--- config.mk ---
export PLATFORM = sky130hd
export DESIGN_NAME = inst_sram_resp
export DESIGN_NICKNAME = d
export VERILOG_FILES = /design/src/rtl/inst_sram_resp.sv
export SDC_FILE = /design/constraint.sdc
export NUM_CORES = 1
export LEC_CHECK = 0
export ABC_AREA = 1
export CORE_UTILIZATION = 34
export CTS_CLUSTER_DIAMETER = 200
export DETAILED_ROUTE_END_ITERATION = 16
export GPL_ROUTABILITY_DRIVEN = 0
export PLACE_DENSITY = 0.83
export RECOVER_POWER = 50
export SLEW_MARGIN = 20
export SYNTH_ARGS = -nofsm -noshare
export SYNTH_HDL_FRONTEND = slang
export SYNTH_SLANG_ARGS = --single-unit
--- constraint.sdc ---
create_clock -name clk -period 1.6 [get_ports clk]
set_clock_uncertainty 0.15 [all_clocks]
set_input_delay 0.16 -clock clk [delete_from_list [all_inputs] [get_ports clk]]
set_output_delay 0.16 -clock clk [all_outputs]
set_load 0.005 [all_outputs]
--- src/rtl/inst_sram_resp.sv ---
// Instruction-port SRAM adapter: turns a single-cycle SRAM-style fetch into a stalled
// backing-memory read with timeout. Optional one-entry fetch buffer: INST_SRAM_RESP_BUF_EN.
module inst_sram_resp #(
  parameter int unsigned TIMEOUT_CYCLES = 255
) (
  input  logic        clk,
  input  logic        rst,
  input  logic        inst_sram_en,
  input  logic [3:0]  inst_sram_wen,
  input  logic [31:0] inst_sram_addr,
  input  logic [31:0] inst_sram_wdata,
  output logic [31:0] inst_sram_rdata,
  output logic        stallreq,
  output logic        inst_err,
  output logic        mem_req,
  output logic [31:0] mem_addr,
  input  logic        mem_ack,
  input  logic [31:0] mem_rdata
);

  localparam int unsigned CNT_W = (TIMEOUT_CYCLES < 1) ? 1 : $clog2(TIMEOUT_CYCLES + 1);

  typedef enum logic {IDLE, WAIT} state_t;

  state_t            state, state_nxt;
  logic [31:0]       paddr;
  logic [31:0]       paddr_reg;
  logic [31:0]       rdata_reg;
  logic [CNT_W-1:0]  cnt;
  logic              err_reg;
  logic              fetch_req;
  logic              wen_fault;
  logic              buf_hit;
  logic              timeout;
  logic              stall_c;
  logic              unused_inputs;

`ifdef INST_SRAM_RESP_BUF_EN
  logic              buf_valid;
  logic [31:0]       buf_addr;
  logic [31:0]       buf_data;

  assign buf_hit = buf_valid && (buf_addr == paddr);
`else
  assign buf_hit = 1'b0;
`endif

  assign paddr           = {3'b000, inst_sram_addr[28:0]};
  assign fetch_req       = inst_sram_en && (inst_sram_wen == 4'b0000);
  assign wen_fault       = inst_sram_en && (inst_sram_wen != 4'b0000);
  assign timeout         = (cnt == CNT_W'(TIMEOUT_CYCLES));
  assign inst_sram_rdata = rdata_reg;
  assign inst_err        = err_reg;
  assign unused_inputs   = ^{inst_sram_wdata, inst_sram_addr[31:29]};

  always_ff @(posedge clk) begin
    if (rst) state <= IDLE;
    else     state <= state_nxt;
  end

  // Ack wins over timeout when both land in the same WAIT cycle.
  always_comb begin
    state_nxt = state;
    stall_c   = 1'b0;
    mem_req   = 1'b0;
    mem_addr  = 32'h0;
    case (state)
      IDLE: begin
        if (fetch_req && !buf_hit) begin
          state_nxt = WAIT;
          stall_c   = 1'b1;
        end
      end
      WAIT: begin
        mem_req  = 1'b1;
        mem_addr = paddr_reg;
        if (mem_ack || timeout) state_nxt = IDLE;
        else                    stall_c   = 1'b1;
      end
      default: state_nxt = IDLE;
    endcase
    stallreq = rst ? 1'b0 : stall_c;
  end

  always_ff @(posedge clk) begin
    if (rst) begin
      paddr_reg <= 32'h0;
      rdata_reg <= 32'h0;
      cnt       <= '0;
      err_reg   <= 1'b0;
`ifdef INST_SRAM_RESP_BUF_EN
      buf_valid <= 1'b0;
`endif
    end else begin
      err_reg <= 1'b0;
      case (state)
        IDLE: begin
          cnt <= '0;
          if (wen_fault) begin
            rdata_reg <= 32'h0;
            err_reg   <= 1'b1;
          end else if (fetch_req) begin
`ifdef INST_SRAM_RESP_BUF_EN
            if (buf_hit) rdata_reg <= buf_data;
            else         paddr_reg <= paddr;
`else
            paddr_reg <= paddr;
`endif
          end
        end
        WAIT: begin
          if (mem_ack) begin
            rdata_reg <= mem_rdata;
`ifdef INST_SRAM_RESP_BUF_EN
            buf_valid <= 1'b1;
            buf_addr  <= paddr_reg;
            buf_data  <= mem_rdata;
`endif
          end else if (timeout) begin
            rdata_reg <= 32'h0;
            err_reg   <= 1'b1;
          end else begin
            cnt <= cnt + CNT_W'(1);
          end
        end
        default: cnt <= '0;
      endcase
    end
  end

endmodule

==> impl_metrics.yaml, run 1 <==
outcome:
  status: "finished with violations"
  violations: "setup timing"
clock_network:
  numCtsBuffers: 9
  h-tree-depth: 3
  clk_pin_slew_ps: 80
  clk_latency_ps: 350
  cts_buffer_depth: 2
  cts_tree: "built"
  cts_root_buf: "clkbuf_8"
  numClockSinks: 71
finish:
  syn2layout_area_growth_pct: 75.1
  stdcell_area_um2: 5150
  multi_input_area_um2: 1400
  drive_above_1_share_pct: 24.6
  largest_reg_flops: 32
  final.fill_count: 663
  final_cell_mix: "clkdlybuf4s50_1, nand2_1, dfxtp_1"
  final_common_cell: "clkdlybuf4s50_1"
  regArea_um2: 1430
  fin_nets: 689
  diodes: 0
  fin_util_pct: 62.0
pwr:
  p_int_uw: 2920
  clock_power_share_pct: 41.5
  pwr-share-seq_pct: 47.6
  power_density_nw_per_um2: 736
  report.power.total_uw: 3790
  p_comb_share_pct: 10.9
  ir_drop_uv: 570
  switching_share_pct: 22.9
  cellLeakagePower_uw: 0.00234
  switching_power_uw: 867
worst_hold_path:
  min_from: "mem_rdata[14]"
  hold_class: "in -> reg"
job:
  max_cap_violations: 0
timing:
  rsz0062_at_grt: "yes"
  final_hold_viol_count: 0
  fmax_ghz: 0.549
  setup_tns_ps: -1020
  finalCriticalPeriod_ps: 1820
  fin_crit_sh_pct: 114
  finalSetupViolCount: 39
  slew_violations: 0
  fin_ws_ps: -222
die:
  core_um2: 8300
  rows: 33
  die_y_um: 95.0
  ioPinCount: 171
  initial_core_util_pct: 35.4
  die_w_um: 95.0
  die-area_um2: 9020
detailed_routing:
  drt-pass1-iter-count: 4
  wl_per_cell_um: 14.8
  drc: 0
  detail-route-antenna-nets: 0
  vias_per_cell: 4.83
  drt-total-wl_um: 10300
  dr_total_vias: 3351
  drt_iter0_drc: 174
yosys:
  synth_ff_type: "dfxtp_1"
  ys_top_cells_by_area: "dfxtp_1, nand2_1, nor2_1, a21oi_1, inv_1"
  synth_top_area_cell: "dfxtp_1"
  synth_warnings: 0
  synthArstFlopShare_pct: 0
  synth-edff-count: 0
  ys_seq_elements: 71
  syn_area_um2: 2940
  synthCells: 417
  avgSynthCellArea_um2: 7.05
  synth_cell_types: 21
  yosysSeqAreaShare_pct: 48.4
  yosysTopAreaCellShare_pct: 48.4
global_routing:
  overflow: 0
  grt_pass1_vias: 3111
  gr-max-usage-layer: "met2"
  antenna_found_initial: 0
  met1_usage_pct: 23.5
  grt_pass1_wl_um: 14300
  grt.met2_usage_pct: 36.2
  grtUsageMet3_pct: 6.68
  grt_max_degree: 38
  grt_use_total_pct: 20.5
setup_path:
  cp.arrival_ps: 1510
  worst_path_max_delay_cell: "dfxtp_2"
  worstPathCellList: "ha_4, nand2_4, nor2_4, nand2_2, nand2_2, nand2_2, nand2_2, a21oi_2, buf_2"
  critPathMaxFanout: 2
  crit_start: "cnt[0]"
  r2r-start: "cnt[0]"
  endpoint_kind: "output pin"
  crit_type: "reg -> out"
  crit_family: "simple AND/OR/NAND/NOR gates"
  critPathRequiredTime_ps: 1290
  slowest_delay_ps: 350
  startpoint_type: "flip-flop"
  critPathBufInv: 1
  worst_path_most_repeated_cell: "nand2_2"
place:
  hpwl_um: 5780
  place.port_buffers: 132
  postPlaceCellArea_um2: 4460
## power by group through the flow
stage	Sequential [uW]	Combinational (uW)	Clock [uW]
after floorplan	1840	105	0
after global placement	1840	313	0
after detailed placement	1840	317	0
after CTS	1800	354	1590
after global routing	1810	437	1670
final	1800	411	1570
## area by class of cell
class,instances,area share (%)
clock inverters,5,1.60
inverters,42,3.21
repair buffers,180,35.2
clock buffers,11,2.55
well taps,105,2.55
flip-flops and latches,71,27.7
multi-input cells,280,27.2
## metrics by stage
stage	setup WS, ps	hold slack (ps)	instances
after floorplan	120	145	419
after global placement	-283	296	654
after detailed placement	-319	303	654
after CTS	-190	213	689
after global routing	-307	214	694
final	-222	217	694
## repair_timing
action                                  4_1_cts  5_1_grt
pin swaps                                    14        9
resized for setup                           137       54
setup buffers                                16        3
endpoints found under the hold margin         0        0
endpoints found under the setup margin       62       91
hold buffers                                  0        0
gates cloned                                  3        6
## layer usage
| layer | part of all wire, % | vias up |
|---|---|---|
| met1 | 42 | 1577 |
| met2 | 50 | 129 |
| li1 | - | 1624 |
| met3 | 6.0 | 21 |
| met5 | 0 | - |
| met4 | 2.1 | 0 |
## worst register-to-register path: cells and delay by family, from the launching register on
kind | cells | cell delay (ps)
fa+ha+maj | 1 | 160
simple gates | 6 | 460
compound gates | 1 | 70
flops | 1 | 370
buf+inv | 2 | 340
## cell usage after synthesis, types with 2 or more instances
master	number
nand2_2	3
dfxtp_1	71
inv_1	40
buf_2	8
a21oi_1	42
clkbuf_1	9
buf_6	5
nand2_1	114
nor2_2	3
nor2_1	63
o21ai_0	30
inv_2	2
buf_4	4
o21ai_1	4
nand3_1	13
## final timing paths
kind	endpoint	slack (ps)	depth (start not counted)
max	stallreq	-220	9
min	inst_sram_rdata[14]	220	3
max reg2reg	inst_sram_rdata[25]	-70	10
min reg2reg	inst_sram_rdata[28]	310	2
## kinds of logic after synthesis
| logic type | count (synthesis) | share of synthesized area, % |
|---|---|---|
| XOR/XNOR | 1 | 0.298 |
| buffers and inverters | 68 | 10.8 |
| AND/OR/NAND/NOR | 197 | 26.5 |
| flip-flops | 71 | 48.4 |
| other | 1 | 0.128 |
| adder cells (fa/ha/maj) | 1 | 0.426 |
| AO/OA/AOI/OAI | 78 | 13.5 |
Note: power is estimated with default switching activity, not from simulation.
==> run 2: changes to the inputs <==
--- a/config.mk
+++ b/config.mk
@@ -6,11 +6,11 @@
 export NUM_CORES = 1
 export LEC_CHECK = 0
 export ABC_AREA = 1
-export CORE_UTILIZATION = 34
+export CORE_UTILIZATION = 41
 export CTS_CLUSTER_DIAMETER = 200
 export DETAILED_ROUTE_END_ITERATION = 16
 export GPL_ROUTABILITY_DRIVEN = 0
-export PLACE_DENSITY = 0.83
+export PLACE_DENSITY = 0.93
 export RECOVER_POWER = 50
 export SLEW_MARGIN = 20
 export SYNTH_ARGS = -nofsm -noshare
==> constraint.sdc (replaced) <==
create_clock -name clk -period 2.1 [get_ports clk]
set_clock_uncertainty 0.15 [all_clocks]
set_input_delay 0.21 -clock clk [delete_from_list [all_inputs] [get_ports clk]]
set_output_delay 0.21 -clock clk [all_outputs]
set_load 0.005 [all_outputs]
==> impl_metrics.yaml, run 2 (synthesis gave the netlist of run 1 again) <==
global_routing:
  grt_max_degree: 38
  grt_pass1_vias: 2767
  antenna_found_initial: 0
  overflow: 0
  grt_pass1_wl_um: 12200
  grt_use_total_pct: 20.5
detailed_routing:
  wl_per_cell_um: 11.7
  drt-pass1-iter-count: 5
  drc: 0
  drt_iter0_drc: 157
  drt-total-wl_um: 7610
  vias_per_cell: 4.62
  dr_total_vias: 2994
  detail-route-antenna-nets: 0
clock_network:
  hold_buffers: 0
  numClockSinks: 71
  clk_pin_slew_ps: 80
  cts_buffer_depth: 2
  numCtsBuffers: 9
  cts_tree: "built"
  h-tree-depth: 3
  cts_root_buf: "clkbuf_8"
  clk_latency_ps: 320
timing:
  finalSetupViolCount: 0
  fin_ws_ps: 113
  fmax_ghz: 0.503
  slew_violations: 0
  worst_slew_pin_slew_ps: 831
  fin_crit_sh_pct: 94.6
  relSlewSlack_pct: 44.5
  finalCriticalPeriod_ps: 1990
  final_hold_viol_count: 0
  rsz0062_at_grt: "yes"
finish:
  final_cell_mix: "nand2_1, clkdlybuf4s50_1, dfxtp_1"
  diodes: 0
  final_common_cell: "nand2_1"
  syn2layout_area_growth_pct: 52.4
  regArea_um2: 1420
  final.fill_count: 594
  instances_no_fill: 648
  drive_above_1_share_pct: 6.34
  fin_nets: 652
  multi_input_area_um2: 1210
  largest_reg_flops: 32
setup_path:
  endpoint_kind: "output pin"
  critPathRequiredTime_ps: 1740
  crit_type: "reg -> out"
  cp.arrival_ps: 1630
  startpoint_type: "flip-flop"
  critPathMaxFanout: 16
place:
  hpwl_um: 5600
  dp_cells: 631
  place.port_buffers: 132
  place_ws_ps: 54.3
pwr:
  power_density_nw_per_um2: 567
  ir_drop_uv: 344
  cellLeakagePower_uw: 0.00201
job:
  max_cap_violations: 0
die:
  ioPinCount: 171
  initial_core_util_pct: 42.8
  die-area_um2: 7510
  rows: 30
  die_y_um: 86.7
  die_w_um: 86.7
  core_um2: 6870
worst_hold_path:
  hold_class: "in -> reg"
outcome:
  status: "completed"
## run 2: area by class of cell
cell class	instances	area share (%)
sequential	71	31.8
timing repair buffer	143	31.2
tap	96	2.68
multi-input combinational	280	26.9
clock inverter	5	0.754
inverter	42	3.52
clock buffer	11	3.16
## run 2: worst max-delay path, stage by stage, from the launching register on
cell	delay (ps)
dfxtp_1	420
buf_4	250
nand2_1	70
inv_1	60
clkdlybuf4s50_1	500
## run 2: repair_timing
| item | in CTS | in global routing |
|---|---|---|
| buffers inserted | 0 | 1 |
| endpoints found under the hold margin | 0 | 0 |
| resized for setup | 4 | 4 |
| endpoints found under the setup margin | 1 | 21 |
| pin swaps | 0 | 1 |
## run 2: path summary, 6_finish.rpt
check                      startpoint                  end  slack (ps)  cells after the start
hold / removal          mem_rdata[10]  inst_sram_rdata[10]         280                      3
setup / recovery                state         mem_addr[21]         110                      4
hold reg to reg   inst_sram_rdata[13]  inst_sram_rdata[13]         310                      2
setup reg to reg               cnt[0]   inst_sram_rdata[4]         290                      9
## run 2: power by group
part / switching (uW) / internal (uW)
combinational: 87.6 / 141
sequential: 8.90 / 1360
clock: 481 / 459
## run 2: metal layers
| metal | global-route usage (%) | share of wire, % | vias to the layer above |
|---|---|---|---|
| li1 | - | - | 1546 |
| met1 | 24.7 | 41 | 1341 |
| met2 | 34.6 | 52 | 95 |
| met3 | 5.14 | 5.3 | 12 |
| met4 | 9.39 | 2.0 | 0 |
| met5 | 0 | 0 | - |
## run 2: per-stage QoR
| stage | cell area [um^2] | total power (uW) | TNS [ps] | hold WS (ps) | utilization (%) |
|---|---|---|---|---|---|
| after CTS | 4490 | 2580 | 0 | 269 | 65.4 |
| final | 4480 | 2540 | 0 | 285 | 65.2 |
| after global routing | 4480 | 2670 | -24.8 | 270 | 65.2 |
| after global placement | 4320 | 1630 | 0 | 297 | 62.8 |
| after detailed placement | 4320 | 1640 | 0 | 304 | 62.8 |
| after floorplan | 2950 | 1480 | 0 | 195 | - |
